## src/rtl/lcd_frame_monitor.sv

```systemverilog
// Sync-locking monitor for DE-less LCD video: tracks HSD/VSD, checks periods, emits active-window pixels.
// Optional frame CRC is built when LCD_MONITOR_FRAME_CRC_EN is defined.
module lcd_frame_monitor #(
    parameter int unsigned H_TOTAL     = 1056,
    parameter int unsigned V_TOTAL     = 525,
    parameter int unsigned H_ACT_START = 50,
    parameter int unsigned H_ACT_W     = 800,
    parameter int unsigned V_ACT_START = 23,
    parameter int unsigned V_ACT_H     = 480,
    parameter int unsigned XW          = 11,
    parameter int unsigned YW          = 10,
    parameter int unsigned FCNT_W      = 16,
    parameter int unsigned LOCK_FRAMES = 2
) (
    input  logic              i_clk,
    input  logic              i_rstn,
    input  logic              i_hsd,
    input  logic              i_vsd,
    input  logic [23:0]       i_rgb,
    output logic              o_locked,
    output logic              o_pix_vld,
    output logic [XW-1:0]     o_pix_x,
    output logic [YW-1:0]     o_pix_y,
    output logic [23:0]       o_pix_rgb,
    output logic              o_frame_done,
    output logic [FCNT_W-1:0] o_frame_cnt,
    output logic              o_err_h,
    output logic              o_err_v,
    output logic [15:0]       o_frame_crc
);

    localparam int unsigned CW = 4;

    typedef enum logic [1:0] {
        SEARCH = 2'd0,
        TRACK  = 2'd1,
        LOCKED = 2'd2
    } state_t;

    state_t        state;
    logic          r_hsd;
    logic          r_vsd;
    logic [XW-1:0] x_prev;
    logic [YW-1:0] y_prev;
    logic [CW-1:0] clean;
    logic          dirty;

    logic          fall_h;
    logic          fall_v;
    logic [XW-1:0] x_cur;
    logic [YW-1:0] y_cur;
    logic          err_h;
    logic          err_v;
    logic          err_any;
    logic          lock_gain;
    logic          locked_nxt;
    logic          in_win;
    logic          pix_take;
    logic [XW-1:0] x_rel;
    logic [YW-1:0] y_rel;
    logic          last_pix;
    logic          first_pix;

    // Position of the current sample, period checks and lock qualification
    always_comb begin
        fall_h = r_hsd & ~i_hsd;
        fall_v = r_vsd & ~i_vsd;

        if (fall_h || (x_prev == XW'(H_TOTAL - 1))) begin
            x_cur = '0;
        end else begin
            x_cur = x_prev + XW'(1);
        end

        if (fall_v) begin
            y_cur = '0;
        end else if (x_cur == '0) begin
            y_cur = (y_prev == YW'(V_TOTAL - 1)) ? '0 : y_prev + YW'(1);
        end else begin
            y_cur = y_prev;
        end

        err_h   = (state != SEARCH) && fall_h && (x_prev != XW'(H_TOTAL - 1));
        err_v   = (state != SEARCH) && fall_v &&
                  ((y_prev != YW'(V_TOTAL - 1)) || (x_prev != XW'(H_TOTAL - 1)));
        err_any = err_h | err_v;

        lock_gain  = (state == TRACK) && fall_v && !err_any && !dirty &&
                     ((clean + CW'(1)) >= CW'(LOCK_FRAMES));
        locked_nxt = ((state == LOCKED) && !err_any) || lock_gain;

        in_win = (x_cur >= XW'(H_ACT_START)) && (x_cur < XW'(H_ACT_START + H_ACT_W)) &&
                 (y_cur >= YW'(V_ACT_START)) && (y_cur < YW'(V_ACT_START + V_ACT_H));
        pix_take  = locked_nxt && in_win;
        x_rel     = x_cur - XW'(H_ACT_START);
        y_rel     = y_cur - YW'(V_ACT_START);
        last_pix  = (x_rel == XW'(H_ACT_W - 1)) && (y_rel == YW'(V_ACT_H - 1));
        first_pix = (x_rel == '0) && (y_rel == '0);
    end

    // Sync history, position counters and lock state machine
    always_ff @(posedge i_clk or negedge i_rstn) begin
        if (!i_rstn) begin
            state  <= SEARCH;
            r_hsd  <= 1'b1;
            r_vsd  <= 1'b1;
            x_prev <= '0;
            y_prev <= '0;
            clean  <= '0;
            dirty  <= 1'b0;
        end else begin
            r_hsd  <= i_hsd;
            r_vsd  <= i_vsd;
            x_prev <= x_cur;
            y_prev <= y_cur;
            case (state)
                SEARCH: begin
                    if (fall_v) begin
                        state <= TRACK;
                        clean <= '0;
                        dirty <= 1'b0;
                    end
                end
                TRACK: begin
                    if (lock_gain) begin
                        state <= LOCKED;
                        clean <= '0;
                        dirty <= 1'b0;
                    end else if (fall_v) begin
                        // A frame counts only if its whole interval was error-free
                        clean <= (err_any || dirty) ? '0 : clean + CW'(1);
                        dirty <= 1'b0;
                    end else if (err_any) begin
                        clean <= '0;
                        dirty <= 1'b1;
                    end
                end
                LOCKED: begin
                    if (err_any) begin
                        state <= TRACK;
                        clean <= '0;
                        dirty <= !fall_v;
                    end
                end
                default: begin
                    state <= SEARCH;
                    clean <= '0;
                    dirty <= 1'b0;
                end
            endcase
        end
    end

    // Registered pixel stream, events and frame counter
    always_ff @(posedge i_clk or negedge i_rstn) begin
        if (!i_rstn) begin
            o_locked     <= 1'b0;
            o_pix_vld    <= 1'b0;
            o_pix_x      <= '0;
            o_pix_y      <= '0;
            o_pix_rgb    <= '0;
            o_frame_done <= 1'b0;
            o_frame_cnt  <= '0;
            o_err_h      <= 1'b0;
            o_err_v      <= 1'b0;
        end else begin
            o_locked     <= locked_nxt;
            o_err_h      <= err_h;
            o_err_v      <= err_v;
            o_pix_vld    <= pix_take;
            o_frame_done <= pix_take && last_pix;
            if (pix_take) begin
                o_pix_x   <= x_rel;
                o_pix_y   <= y_rel;
                o_pix_rgb <= i_rgb;
                if (last_pix) begin
                    o_frame_cnt <= o_frame_cnt + FCNT_W'(1);
                end
            end
        end
    end

`ifdef LCD_MONITOR_FRAME_CRC_EN
    logic [15:0] crc_acc;

    // CRC-16-CCITT over 24 bits, MSB (R[7]) first
    function automatic logic [15:0] crc_step(input logic [15:0] crc_in, input logic [23:0] data);
        logic [15:0] c;
        c = crc_in;
        for (int i = 23; i >= 0; i--) begin
            if (c[15] ^ data[i]) begin
                c = {c[14:0], 1'b0} ^ 16'h1021;
            end else begin
                c = {c[14:0], 1'b0};
            end
        end
        return c;
    endfunction

    // Accumulate in the same cycle the pixel is registered; publish one cycle after frame_done
    always_ff @(posedge i_clk or negedge i_rstn) begin
        if (!i_rstn) begin
            crc_acc     <= 16'hFFFF;
            o_frame_crc <= '0;
        end else begin
            if (pix_take) begin
                crc_acc <= crc_step(first_pix ? 16'hFFFF : crc_acc, i_rgb);
            end else if ((state == LOCKED) && !locked_nxt) begin
                crc_acc <= 16'hFFFF;
            end
            if (o_frame_done) begin
                o_frame_crc <= crc_acc;
            end
        end
    end
`else
    logic unused_first_pix;
    assign unused_first_pix = first_pix;
    assign o_frame_crc      = 16'h0;
`endif

endmodule

```

## config.mk

```make
export PLATFORM = sky130hd
export DESIGN_NAME = lcd_frame_monitor
export DESIGN_NICKNAME = d
export VERILOG_FILES = /design/src/rtl/lcd_frame_monitor.sv
export SDC_FILE = /design/constraint.sdc
export NUM_CORES = 1
export LEC_CHECK = 0
export CORE_ASPECT_RATIO = 1.75
export CORE_MARGIN = 5
export CORE_UTILIZATION = 41
export DETAILED_ROUTE_END_ITERATION = 7
export MAX_ROUTING_LAYER = met4
export PLACE_DENSITY = 0.65
export SETUP_SLACK_MARGIN = 0.1
export SYNTH_ARGS = -nofsm -noshare
export SYNTH_HDL_FRONTEND = slang
export SYNTH_SLANG_ARGS = --single-unit
```

## constraint.sdc

```tcl
create_clock -name i_clk -period 5.65 [get_ports i_clk]
set_clock_uncertainty 0.2 [all_clocks]
set_input_delay 1.13 -clock i_clk [delete_from_list [all_inputs] [get_ports i_clk]]
set_output_delay 1.13 -clock i_clk [all_outputs]
set_load 0.01 [all_outputs]
```

==> summary.txt <==
Run status
  – Outcome: finished clean

Placement
  – Post-DP HPWL: 12100 um
  – Placed insts: 837
  – I/O Buffers: 93
  – RePlAce Congestion: 0.914

Critical path
  – CP Data Arrival Time: 5290 ps
  – Critical path class: reg -> reg
  – Worst path required time: 5730 ps
  – CP endpoint kind: flip-flop
  – Startpoint Class: flip-flop
  – CP Max Fanout: 9

STA
  – Max Freq: 192 MHz
  – Hold Fails Final Rpt: 0
  – Final Slew Violations: 0
  – Final setup violation count: 0
  – Setup TNS: 0 ps
  – Relative slew margins: 49.8%
  – RSZ-0062 raised after global routing: false
  – Min Clock Period, post-route: 5210 ps
  – Worst Tran Pin Value: 746 ps
  – Final worst path period share: 92.3%

Power
  – Flop pwr share: 36.2%
  – Sw frac: 37.2%
  – Combinational share of power: 43.2%
  – Leak: 3.04 nW
  – PwrDens: 406 nW/um2
  – Clock power share: 20.6%
  – Int Pwr: 1.82 mW
  – Max VDD drop: 159 uV
  – Switching power: 1.08 mW

Logic synthesis
  – Post-Synth Simple-Gate Area: 21.8%
  – Most frequent cell after synthesis: dfrtp_1
  – Mean post-synth cell area: 9.93 um2
  – Main combinational cell family by area after synthesis: simple AND/OR/NAND/NOR gates
  – Post-synthesis adder-cell area fraction: 2.83%
  – Post-synthesis xor/xnor area fraction: 6.22%
  – Mux cell area share after synthesis: 6.88%
  – Unique masters post-synth: 81
  – Post-synthesis compound-gate area fraction: 14.6%
  – Syn. warnings: 0
  – Register area share after synthesis: 41.8%
  – Yosys top cell area share: 40.9%
  – Mapped cell area: 5750 um2
  – Commonest cells in the netlist: 94 x dfrtp_1, 46 x nand2_1, 37 x nor2_1
  – #FFs+latches synth: 96
  – Synth Instances: 579
  – Async SR Flop Fraction: 100%
  – Ys flop type: dfrtp_1
  – Area leader, netlist: dfrtp_1
  – Dominant cells by area after synthesis: dfrtp_1 41%, mux2_1 6.1%, xor2_1 3.8%
  – Number of synthesized flops with an enable pin: 0

Global route
  – First-pass GRT wire length: 25300 um
  – Initial antenna violation count: 0
  – Pin count of the biggest net entering global routing: 61
  – Number of global-route vias before repair: 5003
  – Remaining global-route overflow: 0
  – GRT Resource Usage Total: 19.6%

Finish
  – Diode count: 0
  – Final core occ: 51.6%
  – Layout cells sized above 1: 10.2%
  – Area growth from synthesis to layout: 24.2%
  – Nets: 712
  – Fin cells: 853

Job
  – Max cap viols: 0

Drt
  – Detailed Route Iter0 Violations: 316
  – Routed WL: 15600 um
  – Residual DRC: 0
  – Post-route antenna net violation count: 0
  – WL/cell: 18.3 um
  – Detailed-route via count: 4828
  – Vias per inst: 5.66
  – Drt first pass iters: 5

Die
  – Die Span Y: 167 um
  – Row count: 57
  – Initial Util: 41.6%
  – Die area: 16600 um2
  – Die X: 99.5 um
  – Total core area: 13800 um2
  – I/O pin count: 110

CTS
  – Clk Latency, worst-skew pair: 350 ps
  – CTS Root Cell: clkbuf_16
  – Post-CTS setup buffer count: 0
  – Deepest clock path buffer count: 2
  – # H-tree levels: 3
  – Clk sinks: 96
  – Clock Pin Slew Worst Setup and Hold Paths: 70 ps
  – CTS Buf Count: 9
  – CTS tree: yes

Hold path
  – Min-delay worst type: reg -> reg
worst max-delay path, stage by stage, from the launching register on:
cell and delay [ps]:
dfrtp_1 490, ha_2 300, and2_1 180, or4b_1 460, a311o_2 460, o31ai_4 350, nand2_1 90, a21oi_1 310
ha_1 220, nor4b_1 230, nand3_1 130, or4_1 540, nor4b_4 400, nand4_4 140, buf_4 210, nor4_2 280
xor2_1 160
state kept, by name (all words and copies together), names as in the netlist, 2 cells and up:
signal / cells
y_prev: 10
state: 2
o_pix_rgb: 24
o_frame_cnt: 16
x_prev: 11
clean: 4
o_pix_x: 11
o_pix_y: 10
area by class of cell:
class                      count  area, um2
fill                        1285       6690
inverter                      20       75.1
multi-input combinational    434       3080
sequential                    96       2410
timing repair buffer         110       1070
clock inverter                 4       35.0
clock buffer                  12        256
tap                          177        221
cells in the final DEF (no fill, tap or decap), types with 3 or more instances in the layout:
master	Yosys	layout
nand4_1	16	16
o31a_1	4	4
nand2b_1	4	4
xor2_1	25	25
conb_1	1	16
nand2_1	46	46
a21o_1	3	3
nor4_2	3	3
nor2b_1	8	8
nor2_1	37	37
nor3_1	15	15
o21ai_0	33	33
a211o_1	3	3
and2_1	12	12
a311oi_1	4	4
ha_1	13	12
nand3_1	22	22
nor4_1	7	7
dfrtp_1	94	93
a21oi_1	20	20
buf_4	17	17
and3_1	6	6
clkbuf_16	0	9
or3_1	6	6
mux2_1	31	31
a31oi_1	5	5
xnor2_1	14	14
inv_1	20	20
clkdlybuf4s50_1	0	92
and4_1	7	7
nor3_2	10	10
per-layer routing:
metal / vias to the layer above / wire (um) / global-route usage [%]
li1: 2252 / - / -
met1: 2365 / 5630 / 19.3
met2: 166 / 8630 / 36.2
met3: 45 / 624 / 2.68
met4: 0 / 726 / 10.3
met5: - / 0 / -
cell families after synthesis:
group	after synthesis
XOR/XNOR	40
flip-flops	96
adder cells (fa/ha/maj)	13
multiplexers	35
AO/OA/AOI/OAI	113
AND/OR/NAND/NOR	217
buffers and inverters	64
other	1
power groups by stage:
stage	Sequential (mW)	Clock [mW]	Combinational (mW)
after floorplan	1.09	0	0.657
after global placement	1.05	0	1.23
after detailed placement	1.06	0	1.25
after CTS	1.05	0.616	1.26
after global routing	1.08	0.639	1.36
final	1.05	0.599	1.25
final timing paths:
check	start	endpoint	slack [ps]	cells after the start
setup / recovery	x_prev[0]$_DFF_PN0_	o_frame_cnt[8]$_DFFE_PN0P_	440	16
hold / removal	o_frame_cnt[15]$_DFFE_PN0P_	o_frame_cnt[15]$_DFFE_PN0P_	270	1
setup reg to reg	x_prev[0]$_DFF_PN0_	o_frame_cnt[8]$_DFFE_PN0P_	440	16
hold reg to reg	o_frame_cnt[15]$_DFFE_PN0P_	o_frame_cnt[15]$_DFFE_PN0P_	270	1
max in group asynchronous	i_rstn	o_pix_y[6]$_DFFE_PN0P_	3580	2
min in group asynchronous	i_rstn	o_pix_x[5]$_DFFE_PN0P_	570	1
what timing repair did:
| item | in CTS | in global routing |
|---|---|---|
| resized for setup | 0 | 3 |
| setup endpoints to repair | 0 | 16 |
| hold buffers | 0 | 0 |
stage by stage:
step           hold slack (ps)  instance area, um2  power (mW)  setup WS, ps
6_report                   268                7140        2.90           438
5_1_grt                    301                7140        3.09           103
2_1_floorplan              274                5810        1.75           901
3_5_place_dp               269                6840        2.32           185
3_3_place_gp               259                6840        2.28           279
4_1_cts                    278                7130        2.93           270
Power figures use the tool's default switching activity.
